`src/rtl/valid_stream_pkg.sv`:
```
`default_nettype none
// ---------------------------------------------------------------------------
// valid_stream_pkg : shared constants and pointer helpers for valid-only streams
// Revision: 1.0
// ---------------------------------------------------------------------------
package valid_stream_pkg;

  localparam int STREAM_DATA_W = 8;
  localparam int STREAM_DEPTH  = 4;

  // Pointer width for a power-of-two ring: index bits plus one wrap bit.
  function automatic int ptr_width(input int depth);
    return $clog2(depth) + 1;
  endfunction

  typedef logic [ptr_width(STREAM_DEPTH)-1:0] ptr_t;

endpackage
`default_nettype wire

```
`src/rtl/valid_rx_fifo.sv`:
```
`default_nettype none
// ---------------------------------------------------------------------------
// valid_rx_fifo : absorbs a valid-only byte stream into a FWFT ring buffer
//                 with ready/valid output and a sticky overflow flag
// Revision: 1.0
// ---------------------------------------------------------------------------
module valid_rx_fifo
  import valid_stream_pkg::*;
#(
  parameter int DATA_W = STREAM_DATA_W,
  parameter int DEPTH  = STREAM_DEPTH
) (
  input  logic                     clk,
  input  logic                     rst_n,
  input  logic                     in_valid,
  input  logic [DATA_W-1:0]        in_data,
  output logic                     out_valid,
  input  logic                     out_ready,
  output logic [DATA_W-1:0]        out_data,
  output logic [$clog2(DEPTH):0]   count,
  output logic                     overflow,
  input  logic                     ovf_clr
);

  localparam int IDX_W = $clog2(DEPTH);
  localparam int PTR_W = ptr_width(DEPTH);

  logic [DATA_W-1:0] mem_q [DEPTH];
  logic [DATA_W-1:0] mem_d [DEPTH];
  logic [PTR_W-1:0]  wr_ptr_q, wr_ptr_d;
  logic [PTR_W-1:0]  rd_ptr_q, rd_ptr_d;
  logic [PTR_W-1:0]  count_q, count_d;
  logic              overflow_q, overflow_d;

  logic w_empty, w_full, w_pop, w_push, w_drop;

  assign w_empty = (wr_ptr_q == rd_ptr_q);
  assign w_full  = (wr_ptr_q[IDX_W-1:0] == rd_ptr_q[IDX_W-1:0]) &&
                   (wr_ptr_q[IDX_W] != rd_ptr_q[IDX_W]);
  assign w_pop   = !w_empty && out_ready;
  // A pop frees the head slot in the same cycle, so a full FIFO can still accept.
  assign w_push  = in_valid && (!w_full || w_pop);
  assign w_drop  = in_valid && w_full && !w_pop;

  always_comb begin
    mem_d      = mem_q;
    wr_ptr_d   = wr_ptr_q;
    rd_ptr_d   = rd_ptr_q;
    overflow_d = overflow_q;
    if (w_push) begin
      mem_d[wr_ptr_q[IDX_W-1:0]] = in_data;
      wr_ptr_d = wr_ptr_q + PTR_W'(1);
    end
    if (w_pop) begin
      rd_ptr_d = rd_ptr_q + PTR_W'(1);
    end
    if (w_drop) begin
      overflow_d = 1'b1;
    end else if (ovf_clr) begin
      overflow_d = 1'b0;
    end
    count_d = wr_ptr_d - rd_ptr_d;
  end

  always_ff @(posedge clk or negedge rst_n) begin
    if (!rst_n) begin
      for (int i = 0; i < DEPTH; i++) begin
        mem_q[i] <= '0;
      end
      wr_ptr_q   <= '0;
      rd_ptr_q   <= '0;
      count_q    <= '0;
      overflow_q <= 1'b0;
    end else begin
      mem_q      <= mem_d;
      wr_ptr_q   <= wr_ptr_d;
      rd_ptr_q   <= rd_ptr_d;
      count_q    <= count_d;
      overflow_q <= overflow_d;
    end
  end

  assign out_valid = !w_empty;
  assign out_data  = mem_q[rd_ptr_q[IDX_W-1:0]];
  assign count     = count_q;
  assign overflow  = overflow_q;

endmodule
`default_nettype wire

```
`config.mk`:
```
export PLATFORM = sky130hd
export DESIGN_NAME = valid_rx_fifo
export DESIGN_NICKNAME = d
export VERILOG_FILES = /design/src/rtl/valid_stream_pkg.sv /design/src/rtl/valid_rx_fifo.sv
export SDC_FILE = /design/constraint.sdc
export NUM_CORES = 1
export LEC_CHECK = 0
export BUFFER_PORTS_ARGS = -buffer_cell sky130_fd_sc_hd__buf_2
export CAP_MARGIN = 10
export CORE_MARGIN = 2
export CORE_UTILIZATION = 60
export CTS_BUF_LIST = sky130_fd_sc_hd__clkbuf_4 sky130_fd_sc_hd__clkbuf_8
export CTS_CLUSTER_DIAMETER = 120
export DETAILED_ROUTE_END_ITERATION = 12
export MAX_ROUTING_LAYER = met4
export PLACE_DENSITY = 0.82
export SKIP_CTS_REPAIR_TIMING = 1
export SLEW_MARGIN = 20
export SYNTH_ARGS = -nofsm -noshare
export SYNTH_HDL_FRONTEND = slang
export SYNTH_SLANG_ARGS = --single-unit
```
`constraint.sdc`:
```
create_clock -name clk -period 4.2 [get_ports clk]
set_clock_uncertainty 0.1 [all_clocks]
set_input_delay 0.42 -clock clk [delete_from_list [all_inputs] [get_ports clk]]
set_output_delay 0.42 -clock clk [all_outputs]
set_load 0.01 [all_outputs]
```
### Word-level counts from Yosys, hierarchy flattened

Cells that the tools add are included.

| word-level totals | value |
|---|---|
| bits in registers | 42 |
| input port bits | 13 |

| cells by class | value |
|---|---|
| muxes and demuxes | 10 |
| magnitude comparators | 3 |
| equality and inequality tests | 3 |
| bitwise gates (word level) | 2 |
| reductions and logical operators | 11 |
| $add $sub $neg | 3 |

Operators with widths:

| operator | count |
|---|---|
| bitwise mux 32 bit | 1 |
| 2-to-1 mux 8 bit | 3 |
| binary-select mux 8 bit (select 2 bit) | 1 |
| demux 8 bit (select 2 bit) | 1 |
| adder 3 x 1 -> 3 bit, second input constant | 2 |
| greater-or-equal comparator 3 bit, second input constant | 2 |
| logical AND 1 bit | 6 |
| 2-to-1 mux 3 bit | 2 |
| NOT 2 -> 3 bit | 2 |
| equality test 3 bit | 1 |
| zero test 1 bit | 3 |
| < comparator 3 x 1 -> 1 bit, second input constant | 1 |
| subtractor 3 bit | 1 |
| equality test 2 bit | 1 |
| 2-to-1 mux 1 bit | 2 |
| nonzero test 2 bit | 1 |
| logical OR 1 bit | 1 |
| inequality test 1 bit | 1 |

### Longest topological paths before layout

Gate-level depths: netlist (run 1).

| depth | value |
|---|---|
| depth in word-level cells | 7 |
| mapped depth | 8 |
| gate-level depth less buffers | 7 |

### Least setup slack after synthesis (run 1)

Ideal clock, no wire load.

| timing | value |
|---|---|
| kind | register to register |
| from | register rd_ptr_q[0] |
| to | register count_q[2], in the netlist count[2] |
| required time | 3.966 ns |
| setup slack | 1.583 ns |
| cell stages (with the launch flop) | 9 |
| data arrival time | 2.383 ns |
| path buffers | 1 |
| clock period less this slack | 2.617 ns |
| cell sequence | dfrtp_1 -> buf_6 -> xor2_2 -> o41ai_2 -> xnor2_1 -> ha_1 -> fa_1 -> xnor2_1 -> xnor3_1 |

| on the way | value |
|---|---|
| word-level cells in the longest chain between the ends | 7 |
| elaborated cells on any way between the ends | 12 |
| those cells by class | add/sub: 2; eq/ne: 2; mux: 2; reduce/logical: 6 |

Ends and longest elaborated chain:

| what | line | RTL |
|---|---|---|
| start, declared | valid_rx_fifo.sv:31 | `logic [PTR_W-1:0] rd_ptr_q, rd_ptr_d;` |
| start signal, assigned | valid_rx_fifo.sv:77 | `rd_ptr_q <= rd_ptr_d;` |
| equality test 3 bit or equality test 2 bit (tied branches) | valid_rx_fifo.sv:37, valid_rx_fifo.sv:38 |  |
| zero test 1 bit or logical AND 1 bit (tied branches) | valid_rx_fifo.sv:40, valid_rx_fifo.sv:38 |  |
| logical AND 1 bit or zero test 1 bit (tied branches) | valid_rx_fifo.sv:40, valid_rx_fifo.sv:42 |  |
| logical OR 1 bit | valid_rx_fifo.sv:42 | `assign w_push = in_valid && (!w_full \|\| w_pop);` |
| logical AND 1 bit | valid_rx_fifo.sv:42 |  |
| 2-to-1 mux 3 bit | valid_rx_fifo.sv:50 | `if (w_push) begin` |
| subtractor 3 bit (*) | valid_rx_fifo.sv:62 | `count_d = wr_ptr_d - rd_ptr_d;` |
| named net count_d[2] | valid_rx_fifo.sv:32 | `logic [PTR_W-1:0] count_q, count_d;` |
| end signal, assigned | valid_rx_fifo.sv:78 | `count_q <= count_d;` |
| end, declared | valid_rx_fifo.sv:32 |  |

Mark *: on every way through the listed nets, which the timed path passes. The rest lies on a longest branch.
A chain may end at the register's enable or synchronous reset.

### Worst setup path after layout (run 1)

| timing | value |
|---|---|
| from | register rd_ptr_q[1] |
| to | register count_q[2], in the netlist count[2] |

Same word-level chain as after synthesis.

==> results of run 1 <==
-- cell usage after synthesis --
| cell | number | share of area [%] |
|---|---|---|
| xnor3_1 | 1 | 1.1 |
| o311a_1 | 1 | 0.49 |
| mux2_2 | 34 | 19 |
| fa_1 | 1 | 0.98 |
| nand2_1 | 1 | 0.18 |
| xor2_1 | 2 | 0.85 |
| o41ai_2 | 4 | 3.2 |
| xnor2_1 | 5 | 2.1 |
| mux4_1 | 1 | 1.3 |
| o41ai_4 | 1 | 1.3 |
| xnor2_2 | 1 | 0.79 |
| dfrtp_1 | 42 | 51 |
| and2_1 | 4 | 1.2 |
| mux4_2 | 7 | 7.7 |
| a32o_1 | 1 | 0.49 |
| xor2_2 | 2 | 1.6 |
| buf_6 | 1 | 0.55 |
| o31ai_1 | 1 | 0.37 |
| ha_1 | 6 | 3.7 |
| buf_1 | 1 | 0.18 |
| mux2i_1 | 1 | 0.49 |
| nor2_1 | 2 | 0.37 |
| inv_1 | 5 | 0.92 |
| buf_2 | 1 | 0.24 |
-- metal layers --
| layer | GRT usage [%] | up-vias | share of wire (%) |
|---|---|---|---|
| met3 | 7.03 | 6 | 4.3 |
| met1 | 25.5 | 575 | 42 |
| li1 | - | 532 | - |
| met2 | 35.1 | 24 | 51 |
| met4 | 10.3 | 0 | 2.3 |
| met5 | - | - | 0 |
-- stage by stage --
stage               hold WS (ns)  area, um^2  setup slack, ns
finish                    0.0682        2310             1.17
global route               0.136        2310            0.958
CTS                        0.100        2310             1.16
detailed placement         0.391        2240             1.17
global placement           0.369        2240             1.32
floorplan                 0.0244        2050             1.58
-- layout make-up --
cell class / instances / area share, %
Tap cell: 46 / 2.49
Sequential cell: 42 / 45.5
Timing Repair Buffer: 29 / 6.71
Clock inverter: 1 / 0.379
Multi-Input combinational cell: 76 / 41.6
Inverter: 5 / 0.812
Clock buffer: 7 / 2.54
-- power groups by stage --
stage	Combinational, mW	Sequential, mW	Clock (mW)
2_1_floorplan	0.792	0.723	0
3_3_place_gp	0.998	0.753	0
3_5_place_dp	1.04	0.774	0
4_1_cts	1.04	0.763	0.230
5_1_grt	1.12	0.791	0.250
6_report	1.02	0.762	0.223
-- how the worst max path moves through the flow --
stage,to,slack [ns],startpoint,cells past startpoint
2_1_floorplan,count[2],1.58,rd_ptr_q[0],8
3_3_place_gp,count[2],1.32,rd_ptr_q[1],7
3_5_place_dp,count[2],1.17,rd_ptr_q[1],7
4_1_cts,count[2],1.16,rd_ptr_q[1],7
5_1_grt,count[2],0.96,rd_ptr_q[1],7
6_report,count[2],1.17,rd_ptr_q[1],7
-- cell families (layout without fill, tap and decap cells) --
kind of cell,count (synthesis),after routing
mux,43,43
flops,42,42
xor+xnor,11,11
compound gates,8,8
buf+inv,8,42
fa+ha+maj,7,7
simple gates,7,7
-- sequential cells by signal, indices dropped and copies added, names as in the netlist --
| name | flops |
|---|---|
| count | 3 |
| rd_ptr_q | 3 |
| wr_ptr_q | 3 |
| mem_q | 32 |
| overflow | 1 |
==> flow_summary.yaml, run 1 <==
timing:
  fin_crit_sh_pct: 72.1
  fmax_mhz: 330
  min_period_ns: 3.03
  slew_headroom_pct: 40.7
  finalHoldViolCount: 0
  rsz0062_at_grt: "false"
  worst_pin_slew_ns: 0.890
  drv_slew: 0
  finalSetupViolCount: 0
  tns_ns: 0
setup_path:
  worstPathArrival_ns: 3.18
  slowest_stage: "dfrtp_1"
  cp_common_cell: "xnor2_1"
  startpoint_type: "register"
  r2r_end: "count[2]"
  critical_path_buf_inv_count: 0
  regToRegSetupSlack_ns: 1.17
  worstPathCellList: "xor2_2 > o41ai_2 > xnor2_1 > ha_1 > fa_1 > xnor2_1 > xnor3_1"
  required_ns: 4.35
  worstSetupPathType: "register to register"
  ff2ff_path_depth: 7
  cp_slowest_stage_delay_ns: 0.68
  crit_path_end_kind: "register"
  r2r_start: "rd_ptr_q[1]"
  critPathTopFamily: "XOR/XNOR gates"
  cp_max_fo: 11
grt:
  grt_use_total_pct: 22.0
  grt_pass1_wl_um: 6110
  antenna_found_initial: 0
  grt_pass1_vias: 1291
  grt_overflow_total: 0
  grt_start_max_net_pins: 43
min_path:
  hold_class: "input port to async pin"
die:
  row_count: 21
  core_um2: 3310
  io-pin-count: 26
  die_h_um: 62.5
  start_util_pct: 61.9
  die_w_um: 62.5
  dieArea_um2: 3900
routing:
  drc_errors: 0
  routed_wl_um: 3550
  drt-pass1-iter-count: 4
  vias: 1137
  vias_per_cell: 5.52
  drt_iter0_markers: 36
  routedWlPerCell_um: 17.3
  ant_nets: 0
layout:
  area_growth_pct: 12.7
  final_cell_count_no_fill: 206
  nets: 179
  register_area_um2: 1050
  post-route-util_pct: 69.8
  n_fill_cell: 254
  final_cell_mix: "dfrtp_1, mux2_2, buf_2"
  multi_input_area_um2: 961
  mostFrequentLayoutCell: "dfrtp_1"
  num_antenna_cells: 0
  drive_above_1_share_pct: 53.8
logic_synthesis:
  synth_simple_gate_area_share_pct: 1.77
  ys_ff_latch: 42
  syn_avg_cell_area_um2: 16.3
  synthXorXnorAreaFrac_pct: 6.47
  synth_nets: 146
  yosysWarnings: 0
  synth_area_um2: 2050
  synth.yosys.seq_area_share_pct: 51.3
  synth.area.mux_share_pct: 28.1
  synth_compound_gate_area_share_pct: 5.86
  synth_top_family_by_area: "multiplexers"
  synth.distinct_cells: 24
  syn_inst: 126
  synthAdderAreaFrac_pct: 4.64
placement:
  dp.cells: 198
  gp_congestion: 0.777
  io_buffers: 25
pwr:
  switching_share_pct: 37.7
  pwr-share-comb_pct: 50.9
  internal-power_mw: 1.25
  vdd_drop_max_v: 0.000401
  power.density_nw_per_um2: 869
  p_total_mw: 2.01
  seq_power_share_pct: 38.0
  p_switching_uw: 757
  power.leakage_nw: 1.03
  p_clk_share_pct: 11.1
flow_run:
  cap_viol_max_count: 0
status:
  status: "finished clean"
cts:
  htreeDepth: 2
  clockBufferDepth: 2
  numCtsBuffers: 5
  tritoncts: "yes"
  insertion_delay_ns: 0.36
  path_clk_slew_ns: 0.12
  clock_sinks: 42
  root_buffer: "clkbuf_4"
Power figures use the tool's default switching activity.
==> run 2, diff against run 1 <==
CORE_UTILIZATION = 54   (was 60)
PLACE_DENSITY = 0.78   (was 0.82)
clock period = 2.5 ns   (was 4.2 ns; I/O delays follow)
==> flow_summary.yaml, run 2 (same netlist as run 1, synthesis figures left out) <==
timing:
  hold_ws_ns: -0.0171
  tns_ns: 0
  rsz0062_at_grt: "false"
  drv_slew: 0
  finalHoldViolCount: 42
  finalSetupViolCount: 0
  slew_headroom_pct: 39.2
  fmax_mhz: 416
  fin_crit_sh_pct: 96.2
  min_period_ns: 2.40
  worst_pin_slew_ns: 0.912
setup_path:
  cp_max_fo: 3
  slowest_stage: "dfrtp_1"
  worstPathCellList: "xor2_4 > o41ai_4 > xnor2_1 > ha_1 > fa_1 > xnor2_1 > xnor3_1"
  cp_common_cell: "xnor2_1"
  crit_path_end_kind: "register"
  required_ns: 2.58
  worstPathArrival_ns: 2.48
  cp_slowest_stage_delay_ns: 0.44
  critical_path_buf_inv_count: 0
  startpoint_type: "register"
  worstSetupPathType: "register to register"
  critPathTopFamily: "XOR/XNOR gates"
placement:
  dpl.hpwl_um: 2660
  postPlaceCellArea_um2: 2350
  io_buffers: 25
  gp_congestion: 0.750
routing:
  vias: 1184
  ant_nets: 0
  routed_wl_um: 3570
  drc_errors: 0
  vias_per_cell: 5.43
  routedWlPerCell_um: 16.4
  drt-pass1-iter-count: 2
  drt_iter0_markers: 40
cts:
  root_buffer: "clkbuf_8"
  clock_sinks: 42
  insertion_delay_ns: 0.30
  numCtsBuffers: 5
  clockBufferDepth: 2
  htreeDepth: 2
  path_clk_slew_ns: 0.08
  tritoncts: "yes"
layout:
  final_cell_mix: "dfrtp_1, mux2_2, buf_2"
  drive_above_1_share_pct: 57.1
  final_area_um2: 2450
  nets: 189
  top_register: "mem_q"
  num_antenna_cells: 0
  n_fill_cell: 264
  area_growth_pct: 19.3
  largest_reg_flops: 32
  mostFrequentLayoutCell: "dfrtp_1"
grt:
  grt_overflow_total: 0
  antenna_found_initial: 0
  grt_start_max_net_pins: 43
  grt_use_total_pct: 20.1
  grt_pass1_vias: 1285
  grt_pass1_wl_um: 6200
die:
  dieArea_um2: 4310
  row_count: 22
  die_h_um: 65.6
  die_w_um: 65.6
  io-pin-count: 26
  start_util_pct: 56.0
  core_um2: 3660
status:
  status: "complete, but fails checks"
  violations: "hold timing"
min_path:
  hold_class: "input port to async pin"
pwr:
  power.leakage_nw: 1.09
  power.density_nw_per_um2: 1490
  vdd_drop_max_v: 0.000998
flow_run:
  cap_viol_max_count: 0
-- run 2: cell types whose count changed in the layout (fill, tap and decap cells not counted), sizes merged --
cell,before,now
clkinv,0,2
buf,29,39
clkbuf,7,5
inv,6,5
clkinvlp,0,1
-- run 2: final timing paths --
kind                             start          end  slack, ns  cells past startpoint
max in group asynchronous        rst_n  rd_ptr_q[2]       1.75                      1
max reg2reg                wr_ptr_q[1]     count[2]        0.1                      7
min reg2reg                   overflow     overflow       0.40                      1
max                        wr_ptr_q[1]     count[2]        0.1                      7
min in group clk            in_data[0]     mem_q[0]       0.12                      2
min                              rst_n     count[2]      -0.02                      1
-- run 2: through the flow --
step	hold WS, ns	utilization (%)	setup WS [ns]	cells	total power, mW
after floorplan	-0.146	-	0.0157	126	2.60
after global placement	0.312	64.1	0.141	210	3.12
after detailed placement	0.334	64.1	0.0968	210	3.22
after CTS	0.00978	66.6	0.0716	218	3.67
after global routing	0.0549	66.8	0.00696	218	3.89
final	-0.0171	66.8	0.0958	218	3.64
-- run 2: where the power goes --
part / switching (mW) / leakage (nW) / internal (mW) / total [mW]
clock: 0.236 / 0.0441 / 0.196 / 0.432
combinational: 0.914 / 0.553 / 1.05 / 1.96
sequential: 0.198 / 0.498 / 1.04 / 1.24
total: 1.35 / 1.09 / 2.29 / 3.64
-- run 2: final cells by class --
class / count / area [um^2] / area share (%)
inverter: 5 / 18.8 / 0.767
tap: 48 / 60.1 / 2.45
timing repair buffer: 39 / 230 / 9.41
multi-input combinational: 76 / 997 / 40.7
sequential: 42 / 1050 / 42.9
clock buffer: 5 / 68.8 / 2.81
clock inverter: 3 / 21.3 / 0.869
-- run 2: per-layer routing --
metal  wire [um]  vias to the layer above  track usage (%)
li1            -                      546                -
met1        1490                      614             23.5
met2        1890                       18             34.1
met3         137                        6             4.79
met4          57                        0             7.03
met5           0                        -                -
-- run 2: worst reg2reg max path, stage by stage, from the launching register on --
cell and delay [ns]:
dfrtp_1 0.44, xor2_4 0.22, o41ai_4 0.39, xnor2_1 0.11, ha_1 0.22, fa_1 0.39, xnor2_1 0.18, xnor3_1 0.23
==> run 3, diff against run 2 <==
CORE_ASPECT_RATIO = 0.75   (was unset)
CTS_CLUSTER_SIZE = 10   (was unset)
PLACE_DENSITY = unset   (was 0.78)
PLACE_DENSITY_LB_ADDON = 0.12   (was unset)
==> flow_summary.yaml, run 3 (same netlist as run 1, synthesis figures left out) <==
timing:
  rsz0062_at_grt: "false"
  fin_crit_sh_pct: 95.2
  slew_headroom_pct: 37.6
  fmax_mhz: 420
  drv_slew: 0
  hold_ws_ns: -0.00129
  tns_ns: 0
  finalSetupViolCount: 0
  min_period_ns: 2.38
  finalHoldViolCount: 1
  setup_ws_ns: 0.120
  worst_pin_slew_ns: 0.936
setup_path:
  worstSetupPathType: "register to register"
  slowest_stage: "dfrtp_2"
  required_ns: 2.57
  worstPathCellList: "xor2_4 > o41ai_4 > xnor2_1 > ha_1 > fa_2 > xnor2_2 > xnor3_1"
  cp_max_fo: 4
  crit_path_end_kind: "register"
  critPathTopFamily: "XOR/XNOR gates"
  cp_slowest_stage_delay_ns: 0.45
  critical_path_buf_inv_count: 0
  startpoint_type: "register"
  worstPathArrival_ns: 2.45
pwr:
  power.leakage_nw: 1.10
  switching_share_pct: 37.5
  seq_power_share_pct: 33.5
  power.density_nw_per_um2: 1520
  p_clk_share_pct: 10.9
  vdd_drop_max_v: 0.000641
  internal-power_mw: 2.33
  p_switching_mw: 1.40
  pwr-share-comb_pct: 55.6
layout:
  area_growth_pct: 20.0
  final_cell_mix: "dfrtp_1, mux2_2, buf_2"
  drive_above_1_share_pct: 59.4
  largest_reg_flops: 32
  mostFrequentLayoutCell: "dfrtp_1"
  final_cell_count_no_fill: 222
  final_area_um2: 2460
  num_antenna_cells: 0
  top_register: "mem_q"
  nets: 190
die:
  io-pin-count: 26
  die_h_um: 57.4
  die_w_um: 75.2
  core_um2: 3660
  row_count: 19
  start_util_pct: 56.0
  dieArea_um2: 4310
grt:
  grt_overflow_total: 0
  grt_pass1_vias: 1332
  grt_pass1_wl_um: 6510
  antenna_found_initial: 0
  grt_use_total_pct: 21.7
  grt_start_max_net_pins: 43
routing:
  drt_iter0_markers: 63
  drt-pass1-iter-count: 4
  routedWlPerCell_um: 17.7
  drc_errors: 0
  routed_wl_um: 3940
  vias: 1202
  ant_nets: 0
  vias_per_cell: 5.41
placement:
  dp.cells: 212
  io_buffers: 25
  preCtsSetupSlack_ns: -0.0525
  postPlaceCellArea_um2: 2340
  gp_congestion: 0.845
  dpl.hpwl_um: 2790
cts:
  htreeDepth: 2
  clockBufferDepth: 2
  clock_sinks: 42
  tritoncts: "yes"
  numCtsBuffers: 5
  root_buffer: "clkbuf_8"
  path_clk_slew_ns: 0.08
  insertion_delay_ns: 0.29
min_path:
  hold_class: "input port to async pin"
flow_run:
  cap_viol_max_count: 0
status:
  status: "complete, but fails checks"
  violations: "hold timing"
-- run 3: changes by cell type in the layout (fill, tap and decap cells not counted) --
cell | before | now
dfrtp_2 | 0 | 2
xnor2_1 | 5 | 4
fa_1 | 1 | 0
clkinv_4 | 1 | 0
dfrtp_1 | 42 | 40
clkinv_2 | 1 | 2
xnor2_2 | 1 | 2
fa_2 | 0 | 1
clkinvlp_4 | 1 | 0
buf_4 | 14 | 15
-- run 3: metal layers --
layer  wire length, um  vias up  track usage (%)
met5                 0        -                -
met4                27        0             6.02
met3               169        4             4.77
met2              1870       23             33.8
met1              1880      614             28.9
li1                  -      561                -
-- run 3: worst reg2reg max path, stage by stage, from the launching register on --
cell     delay, ns
dfrtp_2       0.45
xor2_4        0.22
o41ai_4       0.39
xnor2_1       0.13
ha_1          0.22
fa_2          0.36
xnor2_2       0.15
xnor3_1       0.23
-- run 3: layout make-up --
cell class / instances / area, um^2
clock buffers: 5 / 68.8
clock inverters: 2 / 10.0
fillers: 285 / 1200
inverters: 5 / 18.8
multi-input cells: 76 / 1010
flip-flops and latches: 42 / 1050
well taps: 52 / 65.1
repair buffers: 40 / 238
-- run 3: stage by stage --
| stage | utilization (%) | total power, mW |
|---|---|---|
| global placement | 63.9 | 3.10 |
| CTS | 66.0 | 3.64 |
| detailed placement | 63.9 | 3.23 |
| global route | 67.2 | 4.00 |
| floorplan | - | 2.60 |
| finish | 67.2 | 3.73 |
-- run 3: final timing paths --
kind | start | to | slack, ns | cells past startpoint
hold / removal | rst_n | overflow | -0.001 | 1
setup / recovery | rd_ptr_q[1] | count[2] | 0.12 | 7
max in group asynchronous | rst_n | rd_ptr_q[1] | 1.65 | 1
hold reg to reg | overflow | overflow | 0.40 | 1
setup reg to reg | rd_ptr_q[1] | count[2] | 0.12 | 7
min in group clk | in_data[3] | mem_q[3] | 0.14 | 2
-- run 3: power groups by stage --
stage	logic [mW]	clock network (mW)	registers (mW)
after CTS	1.98	0.414	1.25
after global placement	1.88	0	1.23
after global routing	2.26	0.449	1.30
after detailed placement	1.97	0	1.26
after floorplan	1.38	0	1.22
final	2.08	0.405	1.25
